$ cat config.mk
export PLATFORM = sky130hd
export DESIGN_NAME = pll_reset_gen
export DESIGN_NICKNAME = d
export VERILOG_FILES = /design/src/rtl/pll_reset_gen_pkg.sv /design/src/rtl/pll_reset_gen_bit_sync.sv /design/src/rtl/pll_reset_gen.sv
export SDC_FILE = /design/constraint.sdc
export NUM_CORES = 1
export LEC_CHECK = 0
export ABC_AREA = 0
export BUFFER_PORTS_ARGS = -buffer_cell sky130_fd_sc_hd__buf_2
export CAP_MARGIN = 20
export CORE_MARGIN = 3
export CORE_UTILIZATION = 56
export CTS_BUF_LIST = sky130_fd_sc_hd__clkbuf_4 sky130_fd_sc_hd__clkbuf_8 sky130_fd_sc_hd__clkbuf_16
export DETAILED_ROUTE_END_ITERATION = 8
export HOLD_SLACK_MARGIN = 0.12
export PLACE_DENSITY = 0.88
export SYNTH_ARGS = -nofsm -noshare
export SYNTH_HDL_FRONTEND = slang
export SYNTH_SLANG_ARGS = --single-unit
export TNS_END_PERCENT = 5
$ cat constraint.sdc
create_clock -name clk -period 2 [get_ports clk]
set_input_delay 0.1 -clock clk [delete_from_list [all_inputs] [get_ports clk]]
set_output_delay 0.1 -clock clk [all_outputs]
set_load 0.005 [all_outputs]
$ cat src/rtl/pll_reset_gen_pkg.sv
// Shared definitions for the PLL reset generator: FSM encodings and counter width helpers.
package pll_reset_gen_pkg;

  typedef enum logic [1:0] {
    WAIT_LOCK = 2'd0,
    STABLE    = 2'd1,
    RELEASE   = 2'd2,
    RUN       = 2'd3
  } state_t;

  localparam int          LOSS_CNT_W   = 8;
  localparam logic [7:0]  LOSS_CNT_MAX = 8'hFF;

  // A counter never collapses to zero bits, even when its terminal count is 0.
  function automatic int clog2_min1(input int value);
    int w;
    w = $clog2(value);
    return (w < 1) ? 1 : w;
  endfunction

  // Wide enough for the lock-stability count and the whole staggered release span.
  function automatic int cnt_width(input int stable_cycles,
                                   input int num_resets,
                                   input int stagger_cycles);
    int span;
    span = (num_resets - 1) * stagger_cycles + 1;
    return clog2_min1((stable_cycles > span) ? stable_cycles : span);
  endfunction

endpackage

$ cat src/rtl/pll_reset_gen_bit_sync.sv
// Multi-flop synchroniser for a single asynchronous status bit, cleared by a synchronous reset.
module bit_sync #(
  parameter int STAGES = 2
) (
  input  logic clk,
  input  logic reset_,
  input  logic i_async,
  output logic o_sync
);

  logic [STAGES-1:0] r_chain;

  // NOTE: sequential state is always updated with non-blocking assignments so every
  // flop samples the pre-edge value of its neighbour and the chain shifts by one.
  always_ff @(posedge clk) begin
    if (!reset_) r_chain <= '0;
    else         r_chain <= {r_chain[STAGES-2:0], i_async};
  end

  assign o_sync = r_chain[STAGES-1];

endmodule

$ cat src/rtl/pll_reset_gen.sv
// Staggered reset-tree generator driven by the PLL lock flag, with drop-out filtering.
// Optional lock_loss_cnt output is built when PLL_RESET_GEN_LOSS_CNT_EN is defined.
module pll_reset_gen
  import pll_reset_gen_pkg::*;
#(
  parameter int SYNC_STAGES    = 2,
  parameter int STABLE_CYCLES  = 1024,
  parameter int GLITCH_CYCLES  = 4,
  parameter int STAGGER_CYCLES = 16,
  parameter int NUM_RESETS     = 3
) (
  input  logic                  clk,
  input  logic                  reset_,
  input  logic                  pll_locked,
  output logic [NUM_RESETS-1:0] rst_out_,
  output logic                  locked_sync,
  output logic                  ready,
  output logic [1:0]            state
`ifdef PLL_RESET_GEN_LOSS_CNT_EN
  ,
  output logic [LOSS_CNT_W-1:0] lock_loss_cnt
`endif
);

  localparam int CNT_W  = cnt_width(STABLE_CYCLES, NUM_RESETS, STAGGER_CYCLES);
  localparam int LOST_W = clog2_min1(GLITCH_CYCLES + 1);

  localparam logic [CNT_W-1:0]  STABLE_LAST  = CNT_W'(STABLE_CYCLES - 1);
  localparam logic [CNT_W-1:0]  RELEASE_LAST = CNT_W'((NUM_RESETS - 1) * STAGGER_CYCLES - 1);
  localparam logic [LOST_W-1:0] LOST_LAST    = LOST_W'(GLITCH_CYCLES - 1);

  state_t                r_state, w_state_nxt;
  logic [CNT_W-1:0]      r_cnt, w_cnt_nxt;
  logic [LOST_W-1:0]     r_lost, w_lost_nxt;
  logic [NUM_RESETS-1:0] r_rst, w_rst_nxt;
  logic                  r_ready, w_ready_nxt;
  logic                  w_locked;
  logic                  w_guarded;
  logic                  w_trip;
  logic                  w_stable_done;
  logic                  w_release_done;

  bit_sync #(
    .STAGES (SYNC_STAGES)
  ) u_lock_sync (
    .clk     (clk),
    .reset_  (reset_),
    .i_async (pll_locked),
    .o_sync  (w_locked)
  );

  assign w_guarded      = (r_state == RELEASE) || (r_state == RUN);
  assign w_trip         = w_guarded && !w_locked && (r_lost == LOST_LAST);
  assign w_stable_done  = (r_state == STABLE) && w_locked && (r_cnt == STABLE_LAST);
  assign w_release_done = (r_state == RELEASE) && (r_cnt == RELEASE_LAST);

  // State, counters and outputs all registered: nothing combinational reaches the ports.
  always_ff @(posedge clk) begin
    if (!reset_) begin
      r_state <= WAIT_LOCK;
      r_cnt   <= '0;
      r_lost  <= '0;
      r_rst   <= '0;
      r_ready <= 1'b0;
    end else begin
      r_state <= w_state_nxt;
      r_cnt   <= w_cnt_nxt;
      r_lost  <= w_lost_nxt;
      r_rst   <= w_rst_nxt;
      r_ready <= w_ready_nxt;
    end
  end

  // NOTE: every signal assigned in a combinational block gets a default first, so no
  // path through the case leaves it unassigned and no latch is inferred.
  always_comb begin
    w_state_nxt = r_state;
    unique case (r_state)
      WAIT_LOCK: if (w_locked) w_state_nxt = STABLE;
      STABLE: begin
        if (!w_locked)          w_state_nxt = WAIT_LOCK;
        else if (w_stable_done) w_state_nxt = (NUM_RESETS == 1) ? RUN : RELEASE;
      end
      RELEASE: begin
        if (w_trip)              w_state_nxt = WAIT_LOCK;
        else if (w_release_done) w_state_nxt = RUN;
      end
      RUN:     if (w_trip) w_state_nxt = WAIT_LOCK;
      default: w_state_nxt = WAIT_LOCK;
    endcase
  end

  always_comb begin
    w_cnt_nxt   = r_cnt;
    w_lost_nxt  = '0;
    w_rst_nxt   = r_rst;
    w_ready_nxt = r_ready;
    unique case (r_state)
      WAIT_LOCK: begin
        w_cnt_nxt   = '0;
        w_rst_nxt   = '0;
        w_ready_nxt = 1'b0;
      end
      STABLE: begin
        if (!w_locked || w_stable_done) w_cnt_nxt = '0;
        else                            w_cnt_nxt = r_cnt + CNT_W'(1);
        if (w_stable_done) begin
          w_rst_nxt[0] = 1'b1;
          w_ready_nxt  = (NUM_RESETS == 1);
        end
      end
      RELEASE, RUN: begin
        if (!w_locked) w_lost_nxt = r_lost + LOST_W'(1);
        if (w_trip) begin
          w_cnt_nxt   = '0;
          w_lost_nxt  = '0;
          w_rst_nxt   = '0;
          w_ready_nxt = 1'b0;
        end else if (r_state == RELEASE) begin
          // Bit i rises i*STAGGER_CYCLES edges after bit 0; short drops do not pause this.
          w_cnt_nxt = w_release_done ? '0 : r_cnt + CNT_W'(1);
          for (int i = 1; i < NUM_RESETS; i++) begin
            if (r_cnt == CNT_W'(i * STAGGER_CYCLES - 1)) w_rst_nxt[i] = 1'b1;
          end
          if (w_release_done) w_ready_nxt = 1'b1;
        end
      end
      default: begin
        w_cnt_nxt   = '0;
        w_rst_nxt   = '0;
        w_ready_nxt = 1'b0;
      end
    endcase
  end

`ifdef PLL_RESET_GEN_LOSS_CNT_EN
  logic [LOSS_CNT_W-1:0] r_loss_cnt;

  always_ff @(posedge clk) begin
    if (!reset_)                                 r_loss_cnt <= '0;
    else if (w_trip && r_loss_cnt != LOSS_CNT_MAX) r_loss_cnt <= r_loss_cnt + LOSS_CNT_W'(1);
  end

  assign lock_loss_cnt = r_loss_cnt;
`endif

  assign rst_out_    = r_rst;
  assign ready       = r_ready;
  assign locked_sync = w_locked;
  assign state       = r_state;

endmodule

# [Word-level counts from Yosys, hierarchy flattened]
# Cells that the tools add are included.
[word_totals] word_cells=71 reg_bits=21 input_bits=3 out_inout_bits=7
[classes] n_eq_ne=17 reduce_logical=17 add_sub_neg=2 mux=25 bitwise_logic=2
[op_table] op="10-bit two-way mux" count=4
[op_table] op="10-bit one-hot mux with 3 select lines" count=1
[op_table] op="3-bit != test (second input constant)" count=6
[op_table] op="2-bit two-way mux" count=8
[op_table] op="10-bit by 1-bit adder with 10-bit output (second input constant)" count=1
[op_table] op="10-bit equality test (second input constant)" count=1
[op_table] op="10-bit by 4-bit equality test with 1-bit output (second input constant)" count=1
[op_table] op="10-bit by 5-bit equality test with 1-bit output (second input constant)" count=1
[op_table] op="3-bit AND reduction" count=3
[op_table] op="1-bit two-way mux" count=8
[op_table] op="2-bit one-hot mux with 4 select lines" count=1
[op_table] op="2-bit != test (second input constant)" count=3
[op_table] op="1-bit one-hot mux with 3 select lines" count=2
[op_table] op="1-bit logical AND" count=5
[op_table] op="2-bit equality test (second input constant)" count=2
[op_table] op="2-bit one-hot mux with 2 select lines" count=1
[op_table] op="4-bit AND reduction" count=1
[op_table] op="4-bit OR reduction" count=1
[op_table] op="3-bit by 1-bit adder with 3-bit output (second input constant)" count=1
[op_table] op="3-bit by 2-bit equality test with 1-bit output (second input constant)" count=1
[op_table] op="2-bit by 1-bit equality test with 1-bit output (second input constant)" count=1
[op_table] op="2-bit zero test" count=1
[op_table] op="1-bit logical OR" count=2
[op_table] op="2-bit by 1-bit != test with 1-bit output (second input constant)" count=1
[op_table] op="other kinds (5)" count=6

# [Logic depth before layout (Yosys ltp)]
[depth] ltp_word=6 ltp_mapped=8 depth_no_buf=6

# [Hierarchy]
# Synthesis repeated with hierarchy kept, for this count alone.
[hier_totals] cells_unflattened=116 area_unflattened_um2=1033.5
[modules_own_cells] module="pll_reset_gen" cells_each=112 seq_area_each_um2=380.4 n_inst=1 area_each_um2=980.9
[modules_own_cells] module="bit_sync" cells_each=4 seq_area_each_um2=40.0 n_inst=1 area_each_um2=52.6

# [Least setup slack after synthesis]
# No wires, ideal clock.
[synth_timing] path_kind="reg-to-reg" from="register r_lost[0]" to="register r_cnt[7]" period_less_slack_ns=1.790 setup_slack_ns=0.210 path_stages_with_launch=8 arrival_ns=1.710 setup_time_ns=0.079 n_path_buf=1 required_time_ns=1.921 cell_sequence="dfxtp_1 ha_1 ha_1 nand2b_4 buf_6 a311oi_4 or3b_1 a211oi_2"
[synth_via] elab_chain_cells=4 elab_cells_between_ends=5 cone_classes="eq/ne: 2; mux: 2; reduce/logical: 1"
[synth_rtl] element="start: declaration" line_no="pll_reset_gen.sv:34" text="logic [LOST_W-1:0] r_lost, w_lost_nxt;"
[synth_rtl] element="start signal: assignment" line_no="pll_reset_gen.sv:68" text="r_lost <= w_lost_nxt;"
[synth_rtl] element="3-bit by 2-bit equality test with 1-bit output (*)" line_no="pll_reset_gen.sv:53" text="assign w_trip = w_guarded && !w_locked && (r_lost == LOST_LAST);"
[synth_rtl] element="1-bit logical AND (*)" line_no="pll_reset_gen.sv:53"
[synth_rtl] element="10-bit two-way mux" line_no="pll_reset_gen.sv:114" text="if (w_trip) begin"
[synth_rtl] element="10-bit one-hot mux with 3 select lines" line_no="pll_reset_gen.sv:98" text="unique case (r_state)"
[synth_rtl] element="end signal: assignment" line_no="pll_reset_gen.sv:67" text="r_cnt <= w_cnt_nxt;"
[synth_rtl] element="end: declaration" line_no="pll_reset_gen.sv:33" text="logic [CNT_W-1:0] r_cnt, w_cnt_nxt;"
# Every way passes the cells marked *; elsewhere a longest branch is shown, timed or not.
# A chain may end at the register's enable or synchronous reset.

# [Worst setup path in the final report]
# Same ends and word-level chain as after synthesis.

==> impl_metrics.csv <==
group,metric,value,unit
timing,fin_crit,1.85,ns
setup_path,critPathLaunchType,"flop",
global_routing,grt-ovfl-total,0,
yosys,synth_seq_cells,21,
timing,skew,0.00317,ns
final_layout,final_cells,153,
setup_path,critical_path_class,"flop to flop",
pwr,p_int,0.000506,W
timing,period_share,0.925,
pwr,power.share.sequential,0.651,
setup_path,critPathBufInv,0,
yosys,synth_mux_area_frac,0.0188,
global_routing,grt_pass1_vias,883,
clock_network,clk_latency,0.30,ns
final_layout,final_cell_mix,"dfxtp_1 (21), buf_2 (9), inv_1 (8), nor2_1 (8)",
detailed_routing,dr.pass1.iters,4,
yosys,synth_flop_cell,"dfxtp_1",
yosys,synth_top_family_by_area,"simple AND/OR/NAND/NOR gates",
setup_path,crit_path_top_delay_cell,"or3b_1",
final_layout,layout.cells.most_common,"dfxtp_1",
clock_network,cts.clk_slew.worst_paths,0.12,ns
detailed_routing,routed_via_density,5.87,
yosys,synth_cell_type_count,41,
setup_path,critPathMaxFanout,10,
detailed_routing,drtAntennaViolNets,0,
timing,worst_pin_slew,0.530,ns
pwr,combinationalPowerShare,0.035,
timing,drv_slew,0,
global_routing,grt_use_total,0.196,
timing,tns,0,ns
final_layout,areaGrowthSynthToFinish,9.41,%
yosys,synth_enable_flop_cells,0,
yosys,postSynth.asyncResetShare,0,
floorplan,io_pins,10,
final_layout,final_net_count,135,
floorplan,dieArea,2460,sq um
clock_network,clock-root-buffer,"clkbuf_4",
yosys,synth_xor_area_frac,0.0329,
setup_path,cp.required,2.24,ns
yosys,synth_top_area_frac,0.395,
detailed_routing,drc,0,
yosys,synth_area_leader_cell,"dfxtp_1",
pwr,swShare,0.222,
pwr,peakVddDrop,0.380,mV
yosys,syn_inst,117,
yosys,syn_nets,123,
yosys,syn_area,1060,sq um
detailed_routing,wl,2.16,mm
yosys,yosys-top-cells-area,"dfxtp_1 (40%), ha_1 (3.5%), nor3_1 (3.3%), xnor2_1 (3.3%), nand3_1 (2.8%)",
yosys,syn_area_per_cell,9.09,sq um
yosys,yosysSeqAreaShare,0.395,
placement,place.port_buffers,9,
placement,dpl.hpwl,1.50,mm
floorplan,core.rowCount,15,
detailed_routing,vias,898,
pwr,switchingPower,0.000144,W
setup_path,crit_family,"compound AO/OA/AOI/OAI gates",
pwr,power.density,558,nW/um^2
clock_network,cts_tree,"done",
final_layout,fin_util,0.660,
timing,rsz0062_at_grt,"false",
setup_path,end_kind,"flop",
yosys,synth_compound_area_frac,0.180,
timing,fmaxAchievable,0.540,GHz
setup_path,cp_data_arrival_time,2.09,ns
pwr,p_leak,0.405,nW
detailed_routing,drtIter0Drc,29,
timing,setup_viol,0,
clock_network,numCtsBuffers,3,
global_routing,grt_pass1_wl,3.81,mm
setup_path,crit_top_cell,"ha_1",
placement,post-place-cells,146,
yosys,yosys_warnings,0,
clock_network,cts_buffer_depth,2,
final_layout,drive_gt1_frac,0.188,
placement,place.gp.congestion,0.817,
clock_network,h-tree-depth,1,
timing,slew_headroom,0.643,
yosys,synthSimpleGateAreaFrac,0.273,
clock_network,cts_resized,0,
run,cap_violations,0,
clock_network,cts_num_sinks,21,
setup_path,crit_chain,"ha_1 > ha_1 > nand2b_4 > a311oi_4 > or3b_1 > a211oi_2",
floorplan,start_util,0.603,
yosys,yosys.area_share.adder,0.0353,
timing,final_hold_viol_count,0,
pwr,pwr-share-clk,0.313,
floorplan,die_y,49.6,microns
detailed_routing,wl_per_cell,14.1,microns
setup_path,critPathMaxStageDelay,0.40,ns
global_routing,grt_max_degree,15,
global_routing,antenna_found_initial,0,
floorplan,fp.dieW,49.6,microns
floorplan,core_area,1760,sq um
final_layout,antennaDiodeCount,0,
hold_path,hold_class,"flop to flop",
status,status,"complete, no violations",
## cell usage after synthesis (2+ instances only)
cell,count
a21oi_1,5
a311oi_1,2
and2_1,2
buf_6,2
clkbuf_1,3
dfxtp_1,21
ha_1,3
inv_1,8
mux2i_1,2
nand2_1,7
nand3_1,6
nand3b_1,3
nand4_1,2
nor2_1,8
nor2b_1,2
nor3_1,7
o21ai_0,5
o41ai_1,2
or3_1,2
xnor2_1,4
## power groups by stage
stage	clock network [W]	registers [W]	logic [W]
after CTS	0.000205	0.000423	0.0000228
after global routing	0.000221	0.000424	0.0000251
after floorplan	0	0.000432	0.0000140
final	0.000204	0.000423	0.0000229
after global placement	0	0.000432	0.0000189
after detailed placement	0	0.000433	0.0000196
## per-layer routing
metal / share of wire / global-route usage / up-vias
met5: 0 / 0 / -
met4: 0.020 / 0.0968 / 0
met3: 0.047 / 0.0302 / 7
met2: 0.47 / 0.317 / 23
met1: 0.46 / 0.253 / 424
li1: - / - / 444
## through the flow
step | instance area, sq um | power, W | hold WS, ns | worst slack (ns)
floorplan | 1060 | 0.000446 | 0.227 | 0.210
detailed placement | 1110 | 0.000452 | 0.318 | 0.156
CTS | 1160 | 0.000651 | 0.431 | 0.131
global route | 1160 | 0.000670 | 0.448 | 0.00622
global placement | 1110 | 0.000451 | 0.309 | 0.203
finish | 1160 | 0.000650 | 0.429 | 0.150
## cell type report
class	count	area (sq um)
multi-input combinational	82	574
clock buffer	3	22.5
inverter	8	30.0
fill	152	601
sequential	21	420
timing repair buffer	13	80.1
tap	25	31.3
clock inverter	1	5.00
## state kept, by name, summed over array words and instances (netlist names)
name / count
rst_out_: 3
state: 2
r_lost: 3
u_lock_sync.r_chain: 2
r_cnt: 10
ready: 1
## worst paths after layout
| path | from | to | slack, ns | cells past startpoint |
|---|---|---|---|---|
| max reg2reg | r_lost[0] | r_cnt[7] | 0.15 | 6 |
| min | r_lost[0] | r_lost[0] | 0.43 | 1 |
| min reg2reg | r_lost[0] | r_lost[0] | 0.43 | 1 |
| max | r_lost[0] | r_cnt[7] | 0.15 | 6 |
## cell families (layout without fill, tap and decap cells)
group | Yosys count | count (layout)
AND/OR/NAND/NOR | 49 | 49
multiplexers | 2 | 2
buffers and inverters | 14 | 25
XOR/XNOR | 4 | 4
AO/OA/AOI/OAI | 24 | 24
flip-flops | 21 | 21
adder cells (fa/ha/maj) | 3 | 3
## repair_timing
item / 4_1_cts / 5_1_grt
hold buffers: 2 / 0
setup endpoints to repair: 0 / 2
setup buffers: 0 / 1
endpoints found under the hold margin: 3 / 0
Note: power is estimated with default switching activity, not from simulation.
